===== config.mk =====
export PLATFORM = sky130hd
export DESIGN_NAME = counter_display_mux
export DESIGN_NICKNAME = d
export VERILOG_FILES = /design/src/rtl/counter_display_mux.sv
export SDC_FILE = /design/constraint.sdc
export NUM_CORES = 1
export LEC_CHECK = 0
export ABC_AREA = 0
export CAP_MARGIN = 20
export CORE_MARGIN = 3
export CORE_UTILIZATION = 57
export CTS_BUF_LIST = sky130_fd_sc_hd__clkbuf_8
export DETAILED_ROUTE_END_ITERATION = 8
export PLACE_DENSITY = 0.83
export SLEW_MARGIN = 20
export SYNTH_ARGS = -nofsm -noshare
export SYNTH_HDL_FRONTEND = slang
export SYNTH_SLANG_ARGS = --single-unit

===== constraint.sdc =====
create_clock -name clk -period 4.2 [get_ports clk]
set_input_delay 0.84 -clock clk [delete_from_list [all_inputs] [get_ports clk]]
set_output_delay 0.84 -clock clk [all_outputs]
set_load 0.02 [all_outputs]

===== src/rtl/counter_display_mux.sv =====
// N-digit up/down hex/BCD counter with parallel load, leading-zero blanking,
// rollover pulse and a registered time-multiplexed seven-segment scan output.
module counter_display_mux #(
    parameter int NUM_DISPLAYS         = 4,
    parameter int COUNTER_DIVISIONBITS = 2,
    parameter int SCAN_DIVISIONBITS    = 2
) (
    input  logic                          clk,
    input  logic                          count_reset,
    input  logic                          enable,
    input  logic                          up_down,
    input  logic                          decimal,
    input  logic                          load,
    input  logic [NUM_DISPLAYS-1:0][3:0]  load_value,
    input  logic                          blank_zeros,
    output logic [NUM_DISPLAYS-1:0][6:0]  data,
    output logic [6:0]                    segments,
    output logic [NUM_DISPLAYS-1:0]       digit_sel,
    output logic                          wrap
);

    localparam int CPW = (COUNTER_DIVISIONBITS > 0) ? COUNTER_DIVISIONBITS : 1;
    localparam int SPW = (SCAN_DIVISIONBITS > 0) ? SCAN_DIVISIONBITS : 1;
    localparam int IW  = (NUM_DISPLAYS > 1) ? $clog2(NUM_DISPLAYS) : 1;
    localparam logic [IW-1:0] LAST_IDX = IW'(NUM_DISPLAYS - 1);

    logic [CPW-1:0]                r_cnt_pre;
    logic [SPW-1:0]                r_scan_pre;
    logic [IW-1:0]                 r_scan_idx;
    logic [NUM_DISPLAYS-1:0][3:0]  r_digits;
    logic                          r_wrap;
    logic [6:0]                    r_segments;
    logic [NUM_DISPLAYS-1:0]       r_digit_sel;

    logic [NUM_DISPLAYS-1:0][3:0]  w_digits_next;
    logic [NUM_DISPLAYS-1:0][3:0]  w_load_digits;
    logic [3:0]                    w_max;
    logic                          w_carry;
    logic                          w_seen;
    logic                          w_cnt_full;
    logic                          w_scan_full;
    logic                          w_tick;

    function automatic logic [6:0] seg7(input logic [3:0] d);
        case (d)
            4'h0: seg7 = 7'b1000000;
            4'h1: seg7 = 7'b1111001;
            4'h2: seg7 = 7'b0100100;
            4'h3: seg7 = 7'b0110000;
            4'h4: seg7 = 7'b0011001;
            4'h5: seg7 = 7'b0010010;
            4'h6: seg7 = 7'b0000010;
            4'h7: seg7 = 7'b1111000;
            4'h8: seg7 = 7'b0000000;
            4'h9: seg7 = 7'b0010000;
            4'hA: seg7 = 7'b0001000;
            4'hB: seg7 = 7'b0000011;
            4'hC: seg7 = 7'b1000110;
            4'hD: seg7 = 7'b0100001;
            4'hE: seg7 = 7'b0000110;
            default: seg7 = 7'b0001110;
        endcase
    endfunction

    // A zero-width prescaler means "full" on every clock.
    generate
        if (COUNTER_DIVISIONBITS == 0) begin : g_cnt_nodiv
            assign w_cnt_full = 1'b1;
        end else begin : g_cnt_div
            assign w_cnt_full = &r_cnt_pre;
        end
        if (SCAN_DIVISIONBITS == 0) begin : g_scan_nodiv
            assign w_scan_full = 1'b1;
        end else begin : g_scan_div
            assign w_scan_full = &r_scan_pre;
        end
    endgenerate

    assign w_tick = enable & w_cnt_full;
    assign w_max  = decimal ? 4'd9 : 4'd15;

    // Ripple carry/borrow; w_carry left set after the top digit marks a full rollover.
    always_comb begin
        w_digits_next = r_digits;
        w_carry       = 1'b1;
        for (int i = 0; i < NUM_DISPLAYS; i++) begin
            if (w_carry) begin
                if (up_down) begin
                    if (r_digits[i] >= w_max) begin
                        w_digits_next[i] = 4'd0;
                    end else begin
                        w_digits_next[i] = r_digits[i] + 4'd1;
                        w_carry          = 1'b0;
                    end
                end else begin
                    if (r_digits[i] == 4'd0) begin
                        w_digits_next[i] = w_max;
                    end else if (r_digits[i] > w_max) begin
                        w_digits_next[i] = w_max;
                        w_carry          = 1'b0;
                    end else begin
                        w_digits_next[i] = r_digits[i] - 4'd1;
                        w_carry          = 1'b0;
                    end
                end
            end
        end
    end

    always_comb begin
        w_load_digits = load_value;
        for (int i = 0; i < NUM_DISPLAYS; i++) begin
            if (decimal && (load_value[i] > 4'd9)) begin
                w_load_digits[i] = 4'd9;
            end
        end
    end

    always_ff @(posedge clk) begin
        if (count_reset) begin
            r_digits  <= '0;
            r_cnt_pre <= '0;
            r_wrap    <= 1'b0;
        end else if (load) begin
            r_digits  <= w_load_digits;
            r_cnt_pre <= '0;
            r_wrap    <= 1'b0;
        end else begin
            if (enable) begin
                r_cnt_pre <= w_cnt_full ? '0 : r_cnt_pre + 1'b1;
            end
            if (w_tick) begin
                r_digits <= w_digits_next;
                r_wrap   <= w_carry;
            end else begin
                r_wrap   <= 1'b0;
            end
        end
    end

    // Scan from the top digit down so every digit above the first non-zero one blanks.
    always_comb begin
        data   = '1;
        w_seen = 1'b0;
        for (int i = NUM_DISPLAYS - 1; i >= 0; i--) begin
            w_seen = w_seen | (r_digits[i] != 4'd0);
            if (blank_zeros && !w_seen && (i != 0)) begin
                data[i] = 7'b1111111;
            end else begin
                data[i] = seg7(r_digits[i]);
            end
        end
    end

    always_ff @(posedge clk) begin
        if (count_reset) begin
            r_scan_pre  <= '0;
            r_scan_idx  <= '0;
            r_segments  <= 7'b1000000;
            r_digit_sel <= ~NUM_DISPLAYS'(1);
        end else begin
            r_scan_pre  <= w_scan_full ? '0 : r_scan_pre + 1'b1;
            if (w_scan_full) begin
                r_scan_idx <= (r_scan_idx == LAST_IDX) ? '0 : r_scan_idx + 1'b1;
            end
            r_segments  <= data[r_scan_idx];
            r_digit_sel <= ~(NUM_DISPLAYS'(1) << r_scan_idx);
        end
    end

    assign segments  = r_segments;
    assign digit_sel = r_digit_sel;
    assign wrap      = r_wrap;

endmodule


[After elaboration in Yosys (flattened, before gate mapping)]
Memories as Yosys holds them, arrays and structs flattened. A register that Yosys moved wholly into a read port is not among the register bits.
Index checks and enable logic that the tools add are counted.
W data, S select, Z words.
Word-level totals
  bits in registers: 34
  memory bits (read-only): 448
  input bits: 23
  output and inout port bits: 40
  word-level logic and storage cells: 130
  memories: 4
Memories
  (no name shown): depth 16, bits a word 7, read ports 1, clocked after Yosys merged registers in 1, wr ports 0, line 45  | case (d)
  (no name shown): depth 16, bits a word 7, read ports 1, clocked after Yosys merged registers in 1, wr ports 0, line 45
  (no name shown): depth 16, bits a word 7, read ports 1, clocked after Yosys merged registers in 1, wr ports 0, line 45
  (no name shown): depth 16, bits a word 7, read ports 1, clocked after Yosys merged registers in 1, wr ports 0, line 45
Operators by class
  $add $sub $neg: 11
  $lt $le $gt $ge: 13
  equal/unequal tests: 1
  shifts and indexed selects: 1
  multiplexer cells: 55
  bitwise logic cells: 6
  reduce and logical (&&, ||, !) cells: 29
Operators with widths (count)
  $mux W4: 31
  $mux W16: 2
  $mux W7: 4
  $add A4 B1 Y4 const B: 4
  $ge A4 B4 Y1: 4
  $gt A4 B4 Y1: 4
  $gt A4 B4 Y1 const B: 4
  $logic_not A4 Y1: 4
  $sub A4 B1 Y4 const B: 4
  $bmux W7 S2: 1
  $mux W1: 14
  $reduce_bool A4 Y1: 3
  $reduce_and A2 Y1: 5
  $reduce_bool A2 Y1: 4
  $logic_and A1 B1 Y1: 7
  $add A2 B1 Y2 const B: 3
  $mux W2: 2
  $not A4 Y4: 1
  $reduce_or A2 Y1: 2
  $reduce_or A4 Y1: 1
  $shl A1 B2 Y4 const A: 1
  $logic_not A1 Y1: 3
  $lt A2 B3 Y1 const B: 1
  $mux W3: 1
  other kinds (4): 6

[Longest topological paths before layout]
  depth after elaboration: 11
  mapped depth: 15
  depth with buffers taken out: 14

[Worst setup path before layout]
OpenSTA, ideal clock, no wires.
  kind: input to register
  start: in decimal
  end: reg, netlist name data[3]
  setup time: 0.148 ns
  arrival time: 3.298 ns
  setup slack: 0.754 ns
  cell stages on the path: 12
  path buffers: 0
  cells stage by stage: ha_1 a21o_1 a32oi_1 nor2_1 a211oi_1 a311oi_1 nor4_1 inv_1 ha_1 and2_0 a211oi_1 a31oi_1
On the way
  longest elaborated chain between the ends: 9
  elaborated cells between the ends (all ways): 13
Ends and longest elaborated chain
  start, declared: line 12  | input logic decimal,
  $mux W3: line 80  | assign w_max = decimal ? 4'd9 : 4'd15;
  $gt A4 B4 Y1: line 98  | end else if (r_digits[i] > w_max) begin
  $mux W4: line 98
  $mux W4: line 96  | if (r_digits[i] == 4'd0) begin
  $mux W4: line 88  | if (up_down) begin
  $mux W16: line 132  | if (w_tick) begin
  $mux W16 (*): line 124  | end else if (load) begin
  $mux W4 (no line) (*) (2 in series)
Mark *: on every way between the ends. The rest lies on a longest branch, timed or not. The select of a mux whose other input is x is not followed.
A chain may end at the register's enable or synchronous reset.

==> impl_metrics.toml <==
[placement]
pre_cts_slack_ns = 0.02345
portBuffers = 62
hpwlAfterDp_um = 9303
gp_congestion = 0.9772

[synth]
yosysTopAreaCellShare_pct = 26.97
synth.most_common_cell = "nor2_1"
seq_area_frac_synth_pct = 26.97
synth_common_cells = "nor2_1, dfxtp_1, ha_1, inv_1, nand2_1"
syn_inst = 567
synth_warnings = 0
yosys_register_bits = 62
synth_edf_count = 0
syn_area_um2 = 4602
avgSynthCellArea_um2 = 8.116
synth_nets = 634
synthArstFlopShare_pct = 0
ys_types = 76
synth_area_leaders = "dfxtp_1, ha_1, nor2_1, mux2i_1, inv_1"
synth_flop_cell = "dfxtp_1"
synth.largest_area_cell = "dfxtp_1"

[drt]
drc = 0
firstDrtPassIters = 5
vias = 4583
via_per_inst = 6.202
wl_um = 12710
ant_nets = 0
drtIter0Drc = 343
avgRoutedWirePerCell_um = 17.20

[run_status]
outcome = "complete, no violations"

[timing]
tightest_slew_ns = 0.6622
fin_setup_tns_ns = 0
final_max_slew_viol_count = 0
rsz0062_at_grt = "no"
period_minus_slack_ns = 3.776
fmax_mhz = 264.9
fin_skew_ns = 0.01464
setup_violations = 0
post-route-period-util_pct = 89.89
setup_slack_ns = 0.4245
hold_viol = 0
maxSlewHeadroom_pct = 55.76

[hold_path]
hold_class = "flop to flop"
whs_path_depth = 1

[floorplan]
rows = 32
core_um2 = 7767
dieArea_um2 = 9187
fp.dieW_um = 95.85
die_h_um = 95.85
initial_utilization_pct = 59.25
io_pins = 63

[pwr]
swShare_pct = 33.59
p_total_mw = 1.912
leakage_nw = 2.391
p_clk_share_pct = 32.3
intPower_mw = 1.270
p_per_area_nw_per_um2 = 341.9
switchingPower_mw = 0.6423
ir_worst_vdd_mv = 0.2062
combPwrFrac_pct = 31.9
seqPwrFrac_pct = 35.8

[worst_setup_path]
cp_slowest_cell = "clkdlybuf4s50_1"
end_kind = "output pin"
critPathMaxFanout = 9
cp.depth = 8
reg2reg_depth = 14
worst-path-buf-inv = 3
critical-path-max-stage-delay_ns = 0.61
arrival_ns = 2.94
cp_common_cell = "inv_1"
cpLargestDelayFamily = "simple AND/OR/NAND/NOR gates"
crit_path_start_kind = "flop"
crit_chain = "inv_1 > ha_1 > nor3b_1 > and2_1 > and3_1 > nor2_1 > inv_1 > clkdlybuf4s50_1"
worstPathRequired_ns = 3.36
path_class = "flop to output pin"

[cells_and_area]
nNetsFinal = 699
layout-drive-gt1-share_pct = 12.09
fillers = 588
area_growth_pct = 21.56
diodes = 0

[clocking]
cts.sinks = 62
ctsHoldBuffers = 0
clk_latency_ns = 0.35
clock_path_buffers = 2
clkTransAtPathRegs_ns = 0.07
cts_buffers = 9
root_buffer = "clkbuf_8"
cts_htree_levels = 3
cts_tree = "done"

[grt]
gr-total-overflow = 0
grt_pass1_wl_um = 20440
track_usage_pct = 28.28
grt_antenna_before_repair = 0
grt_max_degree = 29
grt_pass1_vias = 4449

[flow_run]
cap_violations = 0
[area by class of cell]
cell class	instances	area, um2	area share, %
Clock buffer	10	137.6	2.460
Inverter	42	157.7	2.818
Tap cell	102	127.6	2.281
Sequential cell	62	1241	22.19
Clock inverter	6	92.59	1.655
Multi-Input combinational cell	430	3032	54.19
Timing Repair Buffer	87	805.8	14.40
[timing repair]
action / in CTS / in global routing
buffers inserted: 0 / 0
endpoints found under the setup margin: 0 / 1
resized for setup: 0 / 2
hold endpoints to repair: 0 / 0
[kinds of logic (layout without fill, tap and decap cells)]
kind of cell             Yosys count  in the layout  synth area share (%)
multiplexers                      31             31                 7.232
adder cells (fa/ha/maj)           44             44                 11.96
XOR/XNOR                           8              8                 1.522
AO/OA/AOI/OAI                    156            156                 24.01
flip-flops                        62             62                 26.97
buffers and inverters             75            145                 7.150
AND/OR/NAND/NOR                  191            191                 21.15
[power groups by stage]
stage / Clock [mW] / Combinational (mW) / Sequential, mW
detailed placement: 0 / 0.597 / 0.696
floorplan: 0 / 0.379 / 0.697
global route: 0.647 / 0.664 / 0.691
finish: 0.618 / 0.609 / 0.685
global placement: 0 / 0.577 / 0.694
CTS: 0.620 / 0.604 / 0.683
[placed cells by master, fill, tap and decap left out, types with 18 or more instances in the layout]
cell type,netlist,final
nand3_1,18,18
ha_1,44,44
inv_1,40,40
dfxtp_1,62,62
o21ai_0,25,24
a21oi_1,29,29
a31oi_1,19,19
nand2_1,33,33
mux2i_1,22,22
buf_4,2,25
nor2_1,66,66
clkdlybuf4s50_1,0,60
[through the flow]
step | area, um2 | util [%] | hold WS (ns) | instances
floorplan | 4602 | - | 0.3977 | 567
global placement | 5361 | 69.02 | 0.4065 | 723
detailed placement | 5361 | 69.02 | 0.4173 | 723
CTS | 5592 | 71.99 | 0.4497 | 739
global route | 5594 | 72.02 | 0.4714 | 739
finish | 5594 | 72.02 | 0.4492 | 739
[routing by layer]
layer	global-route usage [%]	vias up	share of wire, %
met5	0	-	0
met4	11.49	0	2.2
met3	5.708	36	5.4
met2	50.09	193	52
met1	33.17	2177	41
li1	-	2177	-
[final timing paths]
path                                                start                       end  slack [ns]
worst min register to register   r_scan_pre[0]$_SDFF_PP0_  r_scan_pre[0]$_SDFF_PP0_        0.45
worst max-delay path            r_digits[12]$_SDFFE_PP0N_                  data[10]        0.42
worst min-delay path             r_scan_pre[0]$_SDFF_PP0_  r_scan_pre[0]$_SDFF_PP0_        0.45
worst max register to register   r_digits[8]$_SDFFE_PP0N_                      flop        0.85
Power figures use the tool's default switching activity.
